`src/rtl/xor_req_scheduler.sv`:
```
// Round-robin scheduler sharing one XOR datapath between NREQ channel engines.
// One op in flight: grant/latch operands, issue, wait LAT cycles, pulse done.
module xor_req_scheduler #(
  parameter int NREQ  = 4,
  parameter int WIDTH = 11,
  parameter int LAT   = 1
) (
  input  logic                  clk,
  input  logic                  reset,
  input  logic [NREQ-1:0]       req,
  input  logic [NREQ*WIDTH-1:0] a_bus,
  input  logic [NREQ*WIDTH-1:0] b_bus,
  output logic [NREQ-1:0]       gnt,
  output logic [NREQ-1:0]       done,
  output logic [WIDTH-1:0]      result,
  output logic [WIDTH-1:0]      xor_a,
  output logic [WIDTH-1:0]      xor_b,
  output logic                  xor_issue,
  input  logic [WIDTH-1:0]      xor_y,
  output logic                  busy,
  input  logic                  test_mode,
  input  logic                  scan_enable,
  input  logic                  scan_in0,
  input  logic                  scan_in1,
  input  logic                  scan_in2,
  input  logic                  scan_in3,
  input  logic                  scan_in4,
  output logic                  scan_out0,
  output logic                  scan_out1,
  output logic                  scan_out2,
  output logic                  scan_out3,
  output logic                  scan_out4
);
  localparam int PW = (NREQ > 1) ? $clog2(NREQ) : 1;
  localparam int CW = (LAT > 1) ? $clog2(LAT) : 1;

  typedef enum logic [1:0] {S_IDLE, S_ISSUE, S_WAIT, S_DONE} state_t;
  state_t state, state_nxt;

  logic [NREQ-1:0][WIDTH-1:0] a_arr, b_arr;
  logic [PW-1:0]              rr_ptr, eff_ptr, win_idx, gnt_idx;
  logic                       win_found;
  logic [CW-1:0]              cnt;
  int                         j;

  assign a_arr = a_bus;
  assign b_arr = b_bus;

  // ATPG wants a deterministic winner, so the search always starts at 0.
  assign eff_ptr = test_mode ? '0 : rr_ptr;

  always_comb begin
    win_found = 1'b0;
    win_idx   = '0;
    j         = 0;
    for (int i = 0; i < NREQ; i++) begin
      j = (int'(eff_ptr) + i) % NREQ;
      if (!win_found && req[j[PW-1:0]]) begin
        win_found = 1'b1;
        win_idx   = j[PW-1:0];
      end
    end
  end

  always_ff @(posedge clk) begin
    if (reset) state <= S_IDLE;
    else       state <= state_nxt;
  end

  always_comb begin
    state_nxt = state;
    case (state)
      S_IDLE:  if (win_found) state_nxt = S_ISSUE;
      S_ISSUE: state_nxt = S_WAIT;
      S_WAIT:  if (cnt == '0) state_nxt = S_DONE;
      S_DONE:  state_nxt = S_IDLE;
      default: state_nxt = S_IDLE;
    endcase
  end

  always_comb begin
    xor_issue = (state == S_ISSUE);
    busy      = (state != S_IDLE);
    done      = (state == S_DONE) ? gnt : '0;
  end

  always_ff @(posedge clk) begin
    if (reset) begin
      gnt     <= '0;
      gnt_idx <= '0;
      rr_ptr  <= '0;
      cnt     <= '0;
      xor_a   <= '0;
      xor_b   <= '0;
      result  <= '0;
    end else begin
      case (state)
        S_IDLE: if (win_found) begin
          xor_a   <= a_arr[win_idx];
          xor_b   <= b_arr[win_idx];
          gnt     <= NREQ'(1) << win_idx;
          gnt_idx <= win_idx;
        end
        S_ISSUE: cnt <= CW'(LAT - 1);
        S_WAIT: begin
          if (cnt == '0) result <= xor_y;
          else           cnt    <= cnt - CW'(1);
        end
        S_DONE: begin
          gnt    <= '0;
          rr_ptr <= (gnt_idx == PW'(NREQ - 1)) ? '0 : gnt_idx + PW'(1);
        end
        default: ;
      endcase
    end
  end

  // Scan chains are stitched at synthesis; RTL only ties the outputs off.
  assign scan_out0 = 1'b0;
  assign scan_out1 = 1'b0;
  assign scan_out2 = 1'b0;
  assign scan_out3 = 1'b0;
  assign scan_out4 = 1'b0;

  logic unused_scan;
  assign unused_scan = &{1'b0, scan_enable, scan_in0, scan_in1, scan_in2, scan_in3, scan_in4};
endmodule

```
`config.mk`:
```
export PLATFORM = sky130hd
export DESIGN_NAME = xor_req_scheduler
export DESIGN_NICKNAME = d
export VERILOG_FILES = /design/src/rtl/xor_req_scheduler.sv
export SDC_FILE = /design/constraint.sdc
export NUM_CORES = 1
export LEC_CHECK = 0
export BUFFER_PORTS_ARGS = -buffer_cell sky130_fd_sc_hd__buf_2
export CAP_MARGIN = 10
export CORE_AREA = 2 2 87 89
export DETAILED_ROUTE_END_ITERATION = 12
export DIE_AREA = 0 0 89 91
export GPL_TIMING_DRIVEN = 1
export PLACE_DENSITY = 0.86
export SLEW_MARGIN = 20
export SYNTH_ARGS = -nofsm -noshare
export SYNTH_HDL_FRONTEND = slang
export SYNTH_SLANG_ARGS = --single-unit
```
`constraint.sdc`:
```
create_clock -name clk -period 2.1 [get_ports clk]
set_input_delay 0.42 -clock clk [delete_from_list [all_inputs] [get_ports clk]]
set_output_delay 0.42 -clock clk [all_outputs]
set_load 0.005 [all_outputs]
```
==> results.yml, run 1 <==
timing:
  post-route-period-util: 1.09
  timing.fmax_mhz: 435
  worst_slew_pin_slew_ps: 759
  slew_viol_final: 0
  hold_viol: 0
  rsz0062_at_grt: "yes"
  slew_headroom: 0.494
  setup_ws_ps: -199
  period_needed_ps: 2300
  fin_worst_skew_ps: 8.01
  fin_hold_ws_ps: 347
  setup_violations: 27
clock_tree:
  clock_latency_ps: 310
  htree_levels: 2
  cts_buffer_depth: 2
  cts_tree: "done"
  cts_root_buf: "clkbuf_8"
  cts-buffers-inserted: 5
  cts.clk_slew.worst_paths_ps: 100
  clock_sinks: 43
yosys:
  async_reset_ff_frac: 0
  synth_adder_area_share: 0.0268
  synth_top_family_by_area: "compound AO/OA/AOI/OAI gates"
  syn_area_sq_mm: 0.00281
  ys.warnings.count: 0
  netlist_top_cells_area: "dfxtp_1, nor3_1, a211oi_1"
  yosysTopAreaCellShare: 0.307
  synth_area_per_cell_sq_um: 8.06
  yosysSeqAreaShare: 0.307
  synthMuxAreaShare: 0.0647
  yosys.area_share.xor_xnor: 0.00312
  ys_types: 45
  ys_ff_latch: 43
  yosysTopAreaCell: "dfxtp_1"
  synth_cells: 348
  synth_edf_count: 0
  ys.flop_type: "dfxtp_1"
  synth_compound_area_frac: 0.247
  yosys.area_share.simple: 0.241
worst_setup_path:
  r2r_start: "rr_ptr[0]"
  crit_path_top_delay_cell: "dfxtp_2"
  end_kind: "flop"
  cp_top_family: "simple AND/OR/NAND/NOR gates"
  crit_chain: "buf_6 -> nor4bb_4 -> a211o_1 -> nor4b_4 -> buf_6 -> a21o_4 -> buf_12 -> buf_12 -> nor3_1 -> nor4_1"
  crit_path_start_kind: "flop"
  critical_path_required_ps: 2300
  setup.worst_path.start: "rr_ptr[0]"
  path_max_fanout: 8
  critical-path-max-stage-delay_ps: 340
  worst-path-buf-inv: 4
  crit_arrival_ps: 2500
  critical_path_class: "flop to flop"
power:
  powerDensity_mw_per_mm2: 961
  finalPower_mw: 4.88
  irDropWorstVdd_v: 0.000589
  leakagePower_nw: 2.14
placement:
  port_buffers: 148
  gp_congestion: 0.814
  hpwl_mm: 7.40
  dpl-instance-area_sq_mm: 0.00414
routing:
  post_drt_wl_per_cell_um: 18.2
  wirelength_mm: 11.6
  ant_nets: 0
  vias: 3590
  initialDrtViolationCount: 103
  drc: 0
  drt_pass1_iterations: 4
  via_per_inst: 5.63
global_route:
  grt_pass1_vias: 3686
  grt_overflow: 0
  antenna_found_initial: 0
  grt_max_degree: 44
  grt_pass1_wl_mm: 17.9
  grt_use_total: 0.278
layout:
  final_cell_mix: "buf_2, dfxtp_1, buf_4, nor3_1, inv_1"
  synthToLayoutAreaGrowth_pct: 81.0
  nNetsFinal: 656
  drive_above_1_share: 0.566
  n_antenna_cell: 0
  fin_area_sq_mm: 0.00508
  postLayoutCoreUtil: 0.711
  final_common_cell: "buf_2"
die:
  core_area_sq_mm: 0.00714
  row_count: 31
  dieArea_sq_mm: 0.00810
  fp.dieH_um: 91
  die-width_um: 89
  start_util: 0.393
  ios: 160
status:
  status: "finished, violations left"
  violations: "negative setup slack"
worst_hold_path:
  hold_path.class: "primary input to flop"
  hp-start: "xor_y[7]"
job:
  drv_cap: 0
## registers in the layout, summed over array words and instances, names as in the netlist
register / flops
gnt_idx: 2
result: 11
state: 2
rr_ptr: 2
xor_b: 11
xor_a: 11
gnt: 4
## kinds of logic after synthesis
kind of cell	Yosys count
AND/OR/NAND/NOR	121
AO/OA/AOI/OAI	91
buffers and inverters	67
flip-flops	43
multiplexers	18
adder cells (fa/ha/maj)	6
other	1
XOR/XNOR	1
## metal layers
layer / wire (um) / global-route usage / vias up
met5: 0 / 0 / -
met4: 245 / 0.0995 / 0
met3: 737 / 0.0555 / 25
met2: 6220 / 0.504 / 171
met1: 4440 / 0.313 / 1724
li1: - / - / 1670
## tightest hold or removal path, cell delays in order
cell	delay, ps
buf_2	80
mux2i_1	50
nor2_1	70
## power by group
part           leakage [nW]  internal [mW]  switching, mW
logic                  1.74           1.44           1.64
clock network        0.0408          0.239          0.335
registers             0.356           1.08          0.151
total                  2.14           2.75           2.12
## synthesized netlist by cell type (2+ instances only)
cell type,instances
nor3_1,46
dfxtp_1,43
inv_1,27
a211oi_1,26
o21bai_1,23
a2111oi_0,22
nor4_1,22
nor2_1,19
buf_2,17
mux2i_1,17
clkbuf_1,13
buf_4,9
nand2_1,7
a21oi_1,6
ha_1,6
and2_1,5
nand3_1,3
a31oi_1,2
nand2b_1,2
nor4b_1,2
o21ai_0,2
o21ai_1,2
o32a_1,2
or2_2,2
or3_1,2
or4_1,2
## path summary, 6_finish.rpt
kind / slack [ps] / cells past startpoint / endpoint
max: -200 / 10 / xor_a[2]
min: 350 / 3 / result[7]
max reg2reg: -200 / 10 / xor_a[2]
min reg2reg: 490 / 2 / gnt[2]
## stage by stage
stage          instances  setup slack, ps  setup TNS (ps)
2_1_floorplan        352            -69.3           -1280
3_3_place_gp         606             -340           -8460
3_5_place_dp         606             -406           -9480
4_1_cts              633             -139           -2320
5_1_grt              638             -300           -5610
6_report             638             -199           -3350
## cell type report
cell class              instances  area, sq um
multi-input cells             243         2360
fillers                       536         2060
repair buffers                218         1530
flip-flops and latches         43          866
well taps                      99          124
inverters                      27          101
clock buffers                   5         68.8
clock inverters                 3         23.8
## timing repair
item / 4_1_cts / 5_1_grt
pin swaps: 33 / 26
endpoints found under the setup margin: 30 / 30
cloned: 3 / 0
hold buffers: 0 / 0
resized for setup: 69 / 35
setup buffers: 16 / 5
Note: power is estimated with default switching activity, not from simulation.
==> run 2: changes to the inputs <==
REMOVE_ABC_BUFFERS = 1   (was unset)
==> run 2 against run 1 <==
The run still ends with negative setup slack left. Maximum frequency down 5.0%. Sequential share of layout area down 1.3 points. Clock skew up 7.6 ps. Final area up 8.8%. Worst setup slack worse by 120 ps. Cell count up 1.9%. Die area unchanged. Non-clock buffer count up 13. Critical path depth up 1. First-iteration DRC count rose to 2.7 times the previous value.
==> results.yml, run 2 (same netlist as run 1, synthesis figures left out) <==
power:
  seq_power_share: 0.227
  power_frac_comb: 0.666
  p_switching_mw: 2.54
  clkPwrFrac: 0.107
  powerDensity_mw_per_mm2: 993
  p_int_mw: 2.94
  leakagePower_nw: 2.30
  switching_share: 0.463
  irDropWorstVdd_v: 0.000597
worst_hold_path:
  hold_path.class: "primary input to flop"
  hp-start: "xor_y[2]"
global_route:
  grt_overflow: 0
  gr-max-usage-layer: "met2"
  grt_max_degree: 44
  grt_pass1_wl_mm: 17.0
  use_met3: 0.0518
  met1_usage: 0.322
  grt_use_met2: 0.455
  antenna_found_initial: 0
  grt_use_total: 0.265
  grt_pass1_vias: 3597
clock_tree:
  clock_sinks: 43
  clock_latency_ps: 310
  cts_root_buf: "clkbuf_8"
  cts-buffers-inserted: 5
  htree_levels: 2
  cts_tree: "done"
  cts.clk_slew.worst_paths_ps: 100
  cts_buffer_depth: 2
routing:
  via_per_inst: 6.14
  initialDrtViolationCount: 274
  vias: 3988
  wirelength_mm: 14.6
  drt_pass1_iterations: 5
  post_drt_wl_per_cell_um: 22.4
  ant_nets: 0
  drc: 0
timing:
  worst_slew_pin_slew_ps: 830
  rsz0062_at_grt: "yes"
  fin_worst_skew_ps: 15.6
  slew_headroom: 0.446
  timing.fmax_mhz: 413
  period_needed_ps: 2420
  setup_tns_ps: -5580
  hold_viol: 0
  fin_hold_ws_ps: 335
  setup_violations: 28
  slew_viol_final: 0
  post-route-period-util: 1.15
  setup_ws_ps: -320
die:
  ios: 160
  fp.dieH_um: 91
  die-width_um: 89
  row_count: 31
  start_util: 0.393
  core_area_sq_mm: 0.00714
  dieArea_sq_mm: 0.00810
worst_setup_path:
  r2r_start: "rr_ptr[0]"
  setup.worst_path.start: "rr_ptr[0]"
  critical_path_required_ps: 2310
  path_max_fanout: 6
  crit_path_start_kind: "flop"
  crit_arrival_ps: 2630
  critical_path_class: "flop to flop"
  end_kind: "flop"
layout:
  regArea_sq_um: 868
  nNetsFinal: 668
  multi_input_area_sq_mm: 0.00266
  final_common_cell: "buf_2"
  n_antenna_cell: 0
  drive_above_1_share: 0.650
  nFillCells: 470
  synthToLayoutAreaGrowth_pct: 97.0
  reg_top3: "result x11, xor_a x11, xor_b x11"
  final_cell_mix: "buf_2, buf_4, dfxtp_1, inv_1, nor3_2"
status:
  status: "finished, violations left"
  violations: "negative setup slack"
placement:
  hpwl_mm: 7.11
  gp_congestion: 0.901
  dpl_worst_slack_ps: -354
  port_buffers: 148
job:
  drv_cap: 0
-- run 2: cell types whose count changed in the layout (fill, tap and decap cells not counted), sizes merged --
cell    before  now
buf        217  228
clkbuf       5    8
a21o         2    1
bufbuf       1    0
-- run 2: through the flow --
step / utilization / area, sq um / power, mW / std cells
2_1_floorplan: - / 2620 / 2.23 / 312
3_3_place_gp: 0.548 / 3910 / 3.25 / 604
3_5_place_dp: 0.548 / 3910 / 3.33 / 604
4_1_cts: 0.647 / 4620 / 4.57 / 628
5_1_grt: 0.774 / 5530 / 5.68 / 650
6_report: 0.774 / 5530 / 5.48 / 650
-- run 2: worst paths after layout --
check / slack (ps) / cells after the start / endpoint
worst max-delay path: -320 / 11 / xor_b[6]
worst min-delay path: 330 / 3 / result[2]
worst max register to register: -320 / 11 / xor_b[6]
worst min register to register: 470 / 2 / gnt[1]
-- run 2: what timing repair did --
action	in CTS	in global routing
pin swaps	19	34
setup buffers	13	22
cloned	4	3
setup endpoints to repair	28	29
hold buffers	0	0
gates resized for setup	105	120
-- run 2: power by group through the flow --
stage / sequential, mW / combinational (mW) / clock [mW]
2_1_floorplan: 1.25 / 0.986 / 0
3_3_place_gp: 1.22 / 2.03 / 0
3_5_place_dp: 1.24 / 2.09 / 0
4_1_cts: 1.23 / 2.77 / 0.582
5_1_grt: 1.28 / 3.79 / 0.616
6_report: 1.25 / 3.65 / 0.587
-- run 2: final cells by class --
type | count | area share
well taps | 99 | 0.0224
flip-flops and latches | 43 | 0.157
clock buffers | 5 | 0.0125
inverters | 27 | 0.0188
repair buffers | 231 | 0.303
clock inverters | 3 | 0.00430
multi-input cells | 242 | 0.482
-- run 2: critical path, cell delays in order, from the launching register on --
cell and delay [ps]:
dfxtp_4 390, nor3b_2 370, a211o_1 250, nor4b_4 70, buf_4 160, buf_12 130, a21oi_4 230, buf_12 170
buf_8 140, buf_4 140, nor3_2 40, nor4_1 220
-- run 2: routing by layer --
metal	up-vias	part of all wire
met5	-	0
met2	311	0.51
met1	1900	0.36
met3	80	0.088
met4	0	0.045
li1	1697	-
==> run 3: changes to the inputs <==
CELL_PAD_IN_SITES_DETAIL_PLACEMENT = 1   (was unset)
CELL_PAD_IN_SITES_GLOBAL_PLACEMENT = 2   (was unset)
CORE_AREA = 2 2 119 121   (was 2 2 87 89)
DIE_AREA = 0 0 121 123   (was 0 0 89 91)
==> run 3 against run 2 <==
Clock-buffer cell count increased by 1. Final area decreased by 11%. Hold slack improved by 38 ps. Sequential share of layout area increased by 2.0 points. Combinational power decreased by 22%. The run still ends with negative setup slack left. Register-to-register slack improved by 190 ps. Maximum frequency increased by 8.7%. Critical path depth decreased by 3. Total power decreased by 8.2%.
==> results.yml, run 3 (same netlist as run 1, synthesis figures left out) <==
clock_tree:
  cts_tree: "done"
  holdBufCountCts: 0
  cts_buffer_depth: 2
  htree_levels: 2
  clock_sinks: 43
  cts.clk_slew.worst_paths_ps: 70
  clock_latency_ps: 290
  cts_root_buf: "clkbuf_16"
  cts-buffers-inserted: 5
worst_hold_path:
  min_to: "result[5]"
  worstHoldPathCells: 3
  hold_path.class: "primary input to flop"
  hp-start: "xor_y[5]"
placement:
  gp_congestion: 0.774
  dp_cells: 682
  port_buffers: 148
  hpwl_mm: 8.79
timing:
  worst_slew_pin_slew_ps: 689
  fin_hold_ws_ps: 373
  rsz0062_at_grt: "yes"
  slew_viol_final: 0
  post-route-period-util: 1.06
  setup_ws_ps: -126
  setup_violations: 25
  slew_headroom: 0.540
  fin_worst_skew_ps: 10.7
  timing.fmax_mhz: 449
  hold_viol: 0
  period_needed_ps: 2230
  setup_tns_ps: -1850
routing:
  drt_pass1_iterations: 4
  post_drt_wl_per_cell_um: 18.4
  wirelength_mm: 13.0
  vias: 3507
  initialDrtViolationCount: 121
  ant_nets: 0
  via_per_inst: 4.96
  drc: 0
layout:
  reg_top3: "result x11, xor_a x11, xor_b x11"
  final_common_cell: "buf_2"
  layoutNonFillerInstCount: 707
  n_antenna_cell: 0
  nNetsFinal: 644
  final_cell_mix: "buf_2, dfxtp_1, buf_4, nor3_1, inv_1"
  nFillCells: 1609
  drive_above_1_share: 0.554
  synthToLayoutAreaGrowth_pct: 75.2
die:
  row_count: 43
  dieArea_sq_mm: 0.0149
  die-width_um: 121
  start_util: 0.206
  fp.dieH_um: 123
  ios: 160
  core_area_sq_mm: 0.0136
global_route:
  grt_max_degree: 28
  grt_pass1_vias: 3642
  gr-max-usage-layer: "met2"
  grt_use_total: 0.158
  use_met3: 0.0424
  antenna_found_initial: 0
  grt_overflow: 0
  grt_use_met2: 0.305
  grt_pass1_wl_mm: 18.3
  met1_usage: 0.173
power:
  powerDensity_mw_per_mm2: 1020
  irDropWorstVdd_v: 0.000469
  leakagePower_nw: 2.08
  finalPower_mw: 5.03
worst_setup_path:
  cp.depth: 8
  crit_arrival_ps: 2410
  r2r_end: "xor_a[5]"
  critical_path_required_ps: 2280
  r2r_cells: 8
  critical_path_class: "flop to flop"
  critical-path-max-stage-delay_ps: 380
  path_max_fanout: 26
  worst-path-buf-inv: 2
  crit_chain: "nor4bb_4 -> a211o_1 -> buf_4 -> a211oi_4 -> a311o_2 -> buf_12 -> nor3_1 -> nor4_1"
  crit_path_start_kind: "flop"
  crit_path_top_delay_cell: "dfxtp_4"
  end_kind: "flop"
  cp_top_family: "compound AO/OA/AOI/OAI gates"
  r2r_start: "rr_ptr[0]"
  regToRegSetupSlack_ps: -130
status:
  status: "finished, violations left"
  violations: "negative setup slack"
job:
  drv_cap: 0
run 3: cell types whose count changed in the layout (fill, tap and decap cells not counted), sizes merged:
cell / previous run / this run
a311o: 1 / 2
buf: 228 / 201
bufinv: 0 / 1
clkbuf: 8 / 11
clkinv: 0 / 1
clkinvlp: 2 / 0
inv: 28 / 27
run 3: worst max-delay path by stage:
stage | start | end | slack, ps
after global routing | rr_ptr[0] | xor_b[9] | -230
after detailed placement | req[0] | xor_a[7] | -400
after global placement | req[0] | xor_a[9] | -270
after CTS | rr_ptr[0] | xor_a[3] | -40
final | rr_ptr[0] | xor_a[5] | -130
after floorplan | rr_ptr[1] | gnt[3] | -1070
run 3: power breakdown:
part / leakage, nW / switching (mW) / total [mW] / internal (mW)
sequential: 0.356 / 0.160 / 1.24 / 1.08
combinational: 1.63 / 1.54 / 2.85 / 1.31
clock: 0.0868 / 0.356 / 0.948 / 0.593
run 3: area by class of cell:
cell class                      instances  area, sq um  area share
Sequential cell                        43          868       0.177
Clock buffer                            6          139      0.0283
Multi-Input combinational cell        243         2160       0.439
Clock inverter                          2         35.0     0.00713
Tap cell                              180          225      0.0458
Timing Repair Buffer                  206         1390       0.282
Inverter                               27          101      0.0206
run 3: routing by layer:
metal	part of all wire	wire (um)
met1	0.40	5200
met2	0.52	6770
met3	0.066	853
met4	0.014	182
met5	0	0
run 3: metrics by stage:
stage          instance area (sq um)  utilization  setup slack (ps)
3_5_place_dp                    3980        0.292              -400
3_3_place_gp                    3980        0.292              -273
6_report                        4910        0.361              -126
4_1_cts                         4400        0.323             -41.2
5_1_grt                         4910        0.361              -227
2_1_floorplan                   2620            -             -1070
run 3: repair_timing:
| item | 4_1_cts | 5_1_grt |
|---|---|---|
| pin swaps | 5 | 16 |
| setup buffers | 4 | 8 |
| endpoints found under the setup margin | 28 | 30 |
| cloned | 0 | 5 |
| gates resized for setup | 58 | 72 |
run 3: tightest hold or removal path: stages:
cell     delay [ps]
buf_2            80
mux2i_1          60
nor2_1           70
